### src/rtl/mem_dma_pkg.sv
// Shared types and constants for the mem_dma copy engine.
// Overlap-safe descending copies are enabled by defining MEM_DMA_OVERLAP_EN.
package mem_dma_pkg;

  typedef enum logic [2:0] {
    S_IDLE,
    S_CHECK,
    S_READ,
    S_WAIT,
    S_WRITE,
    S_DONE,
    S_ERR
  } state_t;

  // Words at or above SEG_LIMIT are never legal copy targets or sources.
  localparam int unsigned SEG_LIMIT = 1568;
  localparam int unsigned SEG_BASE0 = 0;
  localparam int unsigned SEG_BASE1 = 32;
  localparam int unsigned SEG_BASE2 = 1056;

endpackage

### src/rtl/mem_dma_range.sv
// Combinational range/overlap qualification for a latched copy request.
// The overlap flag is only produced when MEM_DMA_OVERLAP_EN is defined.
module mem_dma_range import mem_dma_pkg::*; #(
  parameter int WIDTH   = 32,
  parameter int RAMSIZE = 1024
) (
  input  logic [WIDTH-1:0] src,
  input  logic [WIDTH-1:0] dst,
  input  logic [WIDTH-1:0] len,
  output logic             range_err,
  output logic             overlap
);

  localparam logic [WIDTH:0] LIMIT   = (WIDTH+1)'(SEG_LIMIT);
  localparam logic [WIDTH:0] IO_ADDR = (WIDTH+1)'(RAMSIZE * 7);

  logic [WIDTH:0] src_end;
  logic [WIDTH:0] dst_end;

  always_comb begin
    // One extra bit so a wrapping end address still compares as out of range.
    src_end   = {1'b0, src} + {1'b0, len};
    dst_end   = {1'b0, dst} + {1'b0, len};
    range_err = (src_end > LIMIT) || (dst_end > LIMIT) ||
                ((len != '0) && ({1'b0, dst} <= IO_ADDR) && (IO_ADDR < dst_end));
`ifdef MEM_DMA_OVERLAP_EN
    overlap   = (src < dst) && ({1'b0, dst} < src_end);
`else
    overlap   = 1'b0;
`endif
  end

endmodule

### src/rtl/mem_dma.sv
// Word-copy DMA engine: READ/WAIT/WRITE per word over a shared memory data port.
// Define MEM_DMA_OVERLAP_EN to copy overlapping forward regions in descending order.
module mem_dma import mem_dma_pkg::*; #(
  parameter int WIDTH   = 32,
  parameter int RAMSIZE = 1024
) (
  input  logic             clk,
  input  logic             reset,
  input  logic             start,
  input  logic [WIDTH-1:0] src,
  input  logic [WIDTH-1:0] dst,
  input  logic [WIDTH-1:0] len,
  input  logic             gnt,
  output logic             req,
  output logic [WIDTH-1:0] memA,
  output logic [WIDTH-1:0] memWd,
  output logic             memWe,
  input  logic [WIDTH-1:0] memRd,
  output logic             busy,
  output logic             done,
  output logic             err
);

  localparam logic [WIDTH-1:0] ONE = WIDTH'(1);

  state_t           state;
  logic [WIDTH-1:0] src_q, dst_q, len_q, idx, data;
  logic             desc, we_q;
  logic             range_err, overlap;

  mem_dma_range #(.WIDTH(WIDTH), .RAMSIZE(RAMSIZE)) u_range (
    .src      (src_q),
    .dst      (dst_q),
    .len      (len_q),
    .range_err(range_err),
    .overlap  (overlap)
  );

  function automatic logic [WIDTH-1:0] offset(input logic [WIDTH-1:0] i,
                                              input logic [WIDTH-1:0] n,
                                              input logic             d);
    offset = d ? (n - i - ONE) : i;
  endfunction

  assign memWd = data;
  // Write strobe follows gnt in the same cycle; reset suppresses the write on its edge.
  assign memWe = we_q & gnt & ~reset;

  always_ff @(posedge clk) begin
    if (reset) begin
      state <= S_IDLE;
      src_q <= '0;
      dst_q <= '0;
      len_q <= '0;
      idx   <= '0;
      data  <= '0;
      desc  <= 1'b0;
      we_q  <= 1'b0;
      req   <= 1'b0;
      busy  <= 1'b0;
      done  <= 1'b0;
      err   <= 1'b0;
      memA  <= '0;
    end else begin
      done <= 1'b0;
      err  <= 1'b0;
      case (state)
        S_IDLE: if (start) begin
          src_q <= src;
          dst_q <= dst;
          len_q <= len;
          idx   <= '0;
          busy  <= 1'b1;
          state <= S_CHECK;
        end
        S_CHECK: begin
          if (range_err) begin
            err   <= 1'b1;
            state <= S_ERR;
          end else if (len_q == '0) begin
            done  <= 1'b1;
            state <= S_DONE;
          end else begin
            desc  <= overlap;
            req   <= 1'b1;
            memA  <= src_q + offset('0, len_q, overlap);
            state <= S_READ;
          end
        end
        S_READ: if (gnt) state <= S_WAIT;
        S_WAIT: begin
          data  <= memRd;
          we_q  <= 1'b1;
          memA  <= dst_q + offset(idx, len_q, desc);
          state <= S_WRITE;
        end
        S_WRITE: if (gnt) begin
          idx  <= idx + ONE;
          we_q <= 1'b0;
          if (idx + ONE == len_q) begin
            req   <= 1'b0;
            done  <= 1'b1;
            state <= S_DONE;
          end else begin
            memA  <= src_q + offset(idx + ONE, len_q, desc);
            state <= S_READ;
          end
        end
        S_DONE, S_ERR: begin
          busy  <= 1'b0;
          state <= S_IDLE;
        end
        default: state <= S_IDLE;
      endcase
    end
  end

endmodule

### config.mk
export PLATFORM = sky130hd
export DESIGN_NAME = mem_dma
export DESIGN_NICKNAME = d
export VERILOG_FILES = /design/src/rtl/mem_dma_pkg.sv /design/src/rtl/mem_dma_range.sv /design/src/rtl/mem_dma.sv
export SDC_FILE = /design/constraint.sdc
export NUM_CORES = 1
export LEC_CHECK = 0
export CAP_MARGIN = 40
export CORE_MARGIN = 2
export CORE_UTILIZATION = 50
export CTS_BUF_LIST = sky130_fd_sc_hd__clkbuf_4 sky130_fd_sc_hd__clkbuf_8 sky130_fd_sc_hd__clkbuf_16
export DETAILED_ROUTE_END_ITERATION = 16
export GPL_ROUTABILITY_DRIVEN = 0
export PLACE_DENSITY = 0.77
export SLEW_MARGIN = 40
export SYNTH_ARGS = -nofsm -noshare
export SYNTH_HDL_FRONTEND = slang
export SYNTH_SLANG_ARGS = --single-unit
### constraint.sdc
create_clock -name clk -period 4.2 [get_ports clk]
set_input_delay 0.84 -clock clk [delete_from_list [all_inputs] [get_ports clk]]
set_output_delay 0.84 -clock clk [all_outputs]
set_load 0.01 [all_outputs]
==> summary.txt <==
Fin crit period = 4.17 ns
Initial antenna violation count = 0
Ys async rst share = 0%
Status = complete, no violations
Synth-to-Final Area Change = 29.8%
Crit path launch = idx[0]
Post-synthesis sequential area ratio = 24.7%
Crit-path max cell delay = 0.56 ns
Transition time of the tightest slew-check pin = 0.818 ns
Most frequent cells in the layout = nand2_1 (408), a21oi_1 (290), buf_4 (213)
P_sw = 0.00390 W
Fmax = 240 MHz
Peak supply drop = 452 uV
Share of cells above drive strength 1 = 14.7%
Cell area after layout = 21000 sq um
Crit path DAT = 4.50 ns
CTS tree = built
Largest net degree at the start of global routing = 77
Yosys top cell area share = 24.7%
Clock Path Buffers = 2
Fill cell count = 2625
RSZ-0062 raised after global routing = true
Most common cell after layout, fill and taps aside = nand2_1
Critical Path Start Type = flip-flop
I/O pins = 201
Pins over their slew limit = 0
CORE AREA = 31700 sq um
Mapped Avg Cell Area = 7.25 sq um
Nets = 2810
Worst-path cell chain = ha_4 -> and4_4 -> nand3_1 -> or3_4 -> buf_4 -> a31oi_1 -> o2111ai_1 -> or4_4 -> or4_4 -> and2_4 -> o31ai_4 -> buf_12 -> mux2i_1 -> nor2_1
YS warnings = 0
DIE WIDTH = 184 um
Synth Flop Type = dfxtp_1
Remaining DRCs = 0
DP HPWL = 45.7 mm
Power Density = 406 nW/um^2
Synthesized Nets = 2498
Avg WL per Cell = 20.6 um
Synth Register Bits = 200
Hold path startpoint = memWd[0]
Yosys cell types = 80
Final-report setup violation count = 0
Hold Violations, Final = 0
Post-DP Area = 19800 sq um
Logic pwr share = 49.2%
Crit-path max FO = 26
Critical path data required time = 4.53 ns
Ranking of synthesized cells by area = dfxtp_1 (25%), ha_1 (9.8%), nand2_1 (9.6%)
Post-synth EDFFs = 0
Num CTS Buffers = 17
Cell Int Power = 0.00464 W
Max_slew headroom = 45.5%
Final setup skew = 0.0177 ns
CTS root buf = clkbuf_16
Sink Count = 200
WP buf/inv = 2
Hold Path Class = flip-flop to flip-flop
Critical R2R Launch = idx[0]
DRT iter0 DRCs = 2336
Share of power burned in registers = 29.9%
Vias in the first global route = 17876
Post-route ant nets = 0
Switch share = 45.6%
Die Ht = 184 um
First-pass GRT wire length = 94.0 mm
Synth area leader = dfxtp_1
Kind of cell adding the most delay to the critical path = simple AND/OR/NAND/NOR gates
CP Class = flip-flop to flip-flop
All-layer global routing usage = 34.9%
WL final = 61.0 mm
Die ar. = 33900 sq um
Num rows = 65
Clk slew on worst S/H paths = 0.09 ns
Vias post-DR = 19089
Cells after Synth = 2235
Overflow after GRT = 0
Ant. Diodes = 0
CP most frequent cell = or4_4
CP max stage cell = or4_4
Vias per cell = 6.44
H-tree depth = 4
Cell Area, Synth = 16200 sq um
Clock share of power = 20.9%
Leakage power = 8.82 nW
Crit end category = flip-flop
Buffers on Ports = 200
Tot Pwr = 0.00854 W
DR pass1 iterations = 7
Worst-Skew Late Latency = 0.47 ns
Tcrit/Tclk final = 99.4%
Initial core utilization = 51.1%
Max Cap Viol = 0
==> final timing paths <==
kind	to	slack, ns	cells past startpoint
setup reg to reg	memA[11]	0.03	14
setup / recovery	memA[11]	0.03	14
hold / removal	memWd[0]	0.46	2
hold reg to reg	memWd[0]	0.46	2
==> worst min-delay path: cells and delay by family, from the launching register on <==
kind | cells | cell delay, ns
flip-flops | 1 | 0.32
AO/OA/AOI/OAI | 1 | 0.05
AND/OR/NAND/NOR | 1 | 0.05
==> logic make-up (layout without fill, tap and decap cells) <==
group,Yosys count,in the layout,share of synthesized area (%)
XOR/XNOR,136,136,7.35
buffers and inverters,174,499,4.27
AO/OA/AOI/OAI,704,704,27.1
flip-flops,200,200,24.7
multiplexers,35,35,2.18
adder cells (fa/ha/maj),131,131,10.3
AND/OR/NAND/NOR,855,855,24.2
==> registers in the layout (all words and copies together), names as in the netlist <==
register and flops:
we_q 1, err 1, idx 32, req 1, memA 32, dst_q 32, src_q 32, busy 1
done 1, len_q 32, state 3, memWd 32
==> power by group through the flow <==
stage	Sequential, W	Clock (W)	Combinational (W)
4_1_cts	0.00252	0.00179	0.00398
3_5_place_dp	0.00255	0	0.00393
6_report	0.00255	0.00179	0.00420
2_1_floorplan	0.00243	0	0.00251
3_3_place_gp	0.00255	0	0.00386
5_1_grt	0.00256	0.00186	0.00453
==> metrics by stage <==
stage	setup slack [ns]	instances	utilization, %	hold slack [ns]	TNS (ns)
detailed placement	-0.121	2917	62.5	0.444	-1.70
global route	-0.155	2962	66.3	0.478	-1.99
finish	0.0260	2962	66.3	0.458	0
global placement	0.0308	2916	62.5	0.441	0
floorplan	0.00410	2235	-	0.457	0
CTS	-0.0113	2949	64.7	0.458	-0.0113
==> Yosys cell counts, drive strengths merged, types with 6 or more instances <==
master,number
a2111oi,8
a211oi,26
a21o,41
a21oi,297
a221oi,8
a22oi,17
a31oi,25
and2,15
and3,19
and4,7
buf,13
clkbuf,116
dfxtp,200
ha,127
inv,45
mux2i,32
nand2,414
nand2b,21
nand3,56
nand3b,11
nand4,45
nor2,147
nor2b,8
nor3,48
nor3b,6
nor4,24
o2111ai,11
o211ai,12
o21a,28
o21ai,117
o21bai,18
o221ai,10
o22ai,13
o311ai,6
o31a,6
o31ai,8
o32ai,6
or2,7
or3,12
or4,7
xnor2,75
xor2,61
==> layout make-up <==
class                      count  area (sq um)  share of cell area [%]
sequential                   200          4020                    19.1
tap                          402           503                    2.39
clock inverter                15           206                   0.981
timing repair buffer         422          3720                    17.7
multi-input combinational   1861         12000                    57.0
clock buffer                  17           425                    2.02
inverter                      45           169                   0.803
==> per-layer routing <==
metal	GRT usage, %	wire length [um]	share of wire, %
met5	0	0	0
met4	13.3	2610	4.3
met3	7.77	7440	12
met2	55.1	26900	44
met1	46.3	24100	39
==> what timing repair did <==
action / 4_1_cts / 5_1_grt
hold buffers: 0 / 0
gates resized for setup: 14 / 101
endpoints found under the hold margin: 0 / 0
buffers inserted: 0 / 13
setup endpoints to repair: 27 / 35
pin swaps: 1 / 22
cloned: 0 / 0
Note: power is estimated with default switching activity, not from simulation.
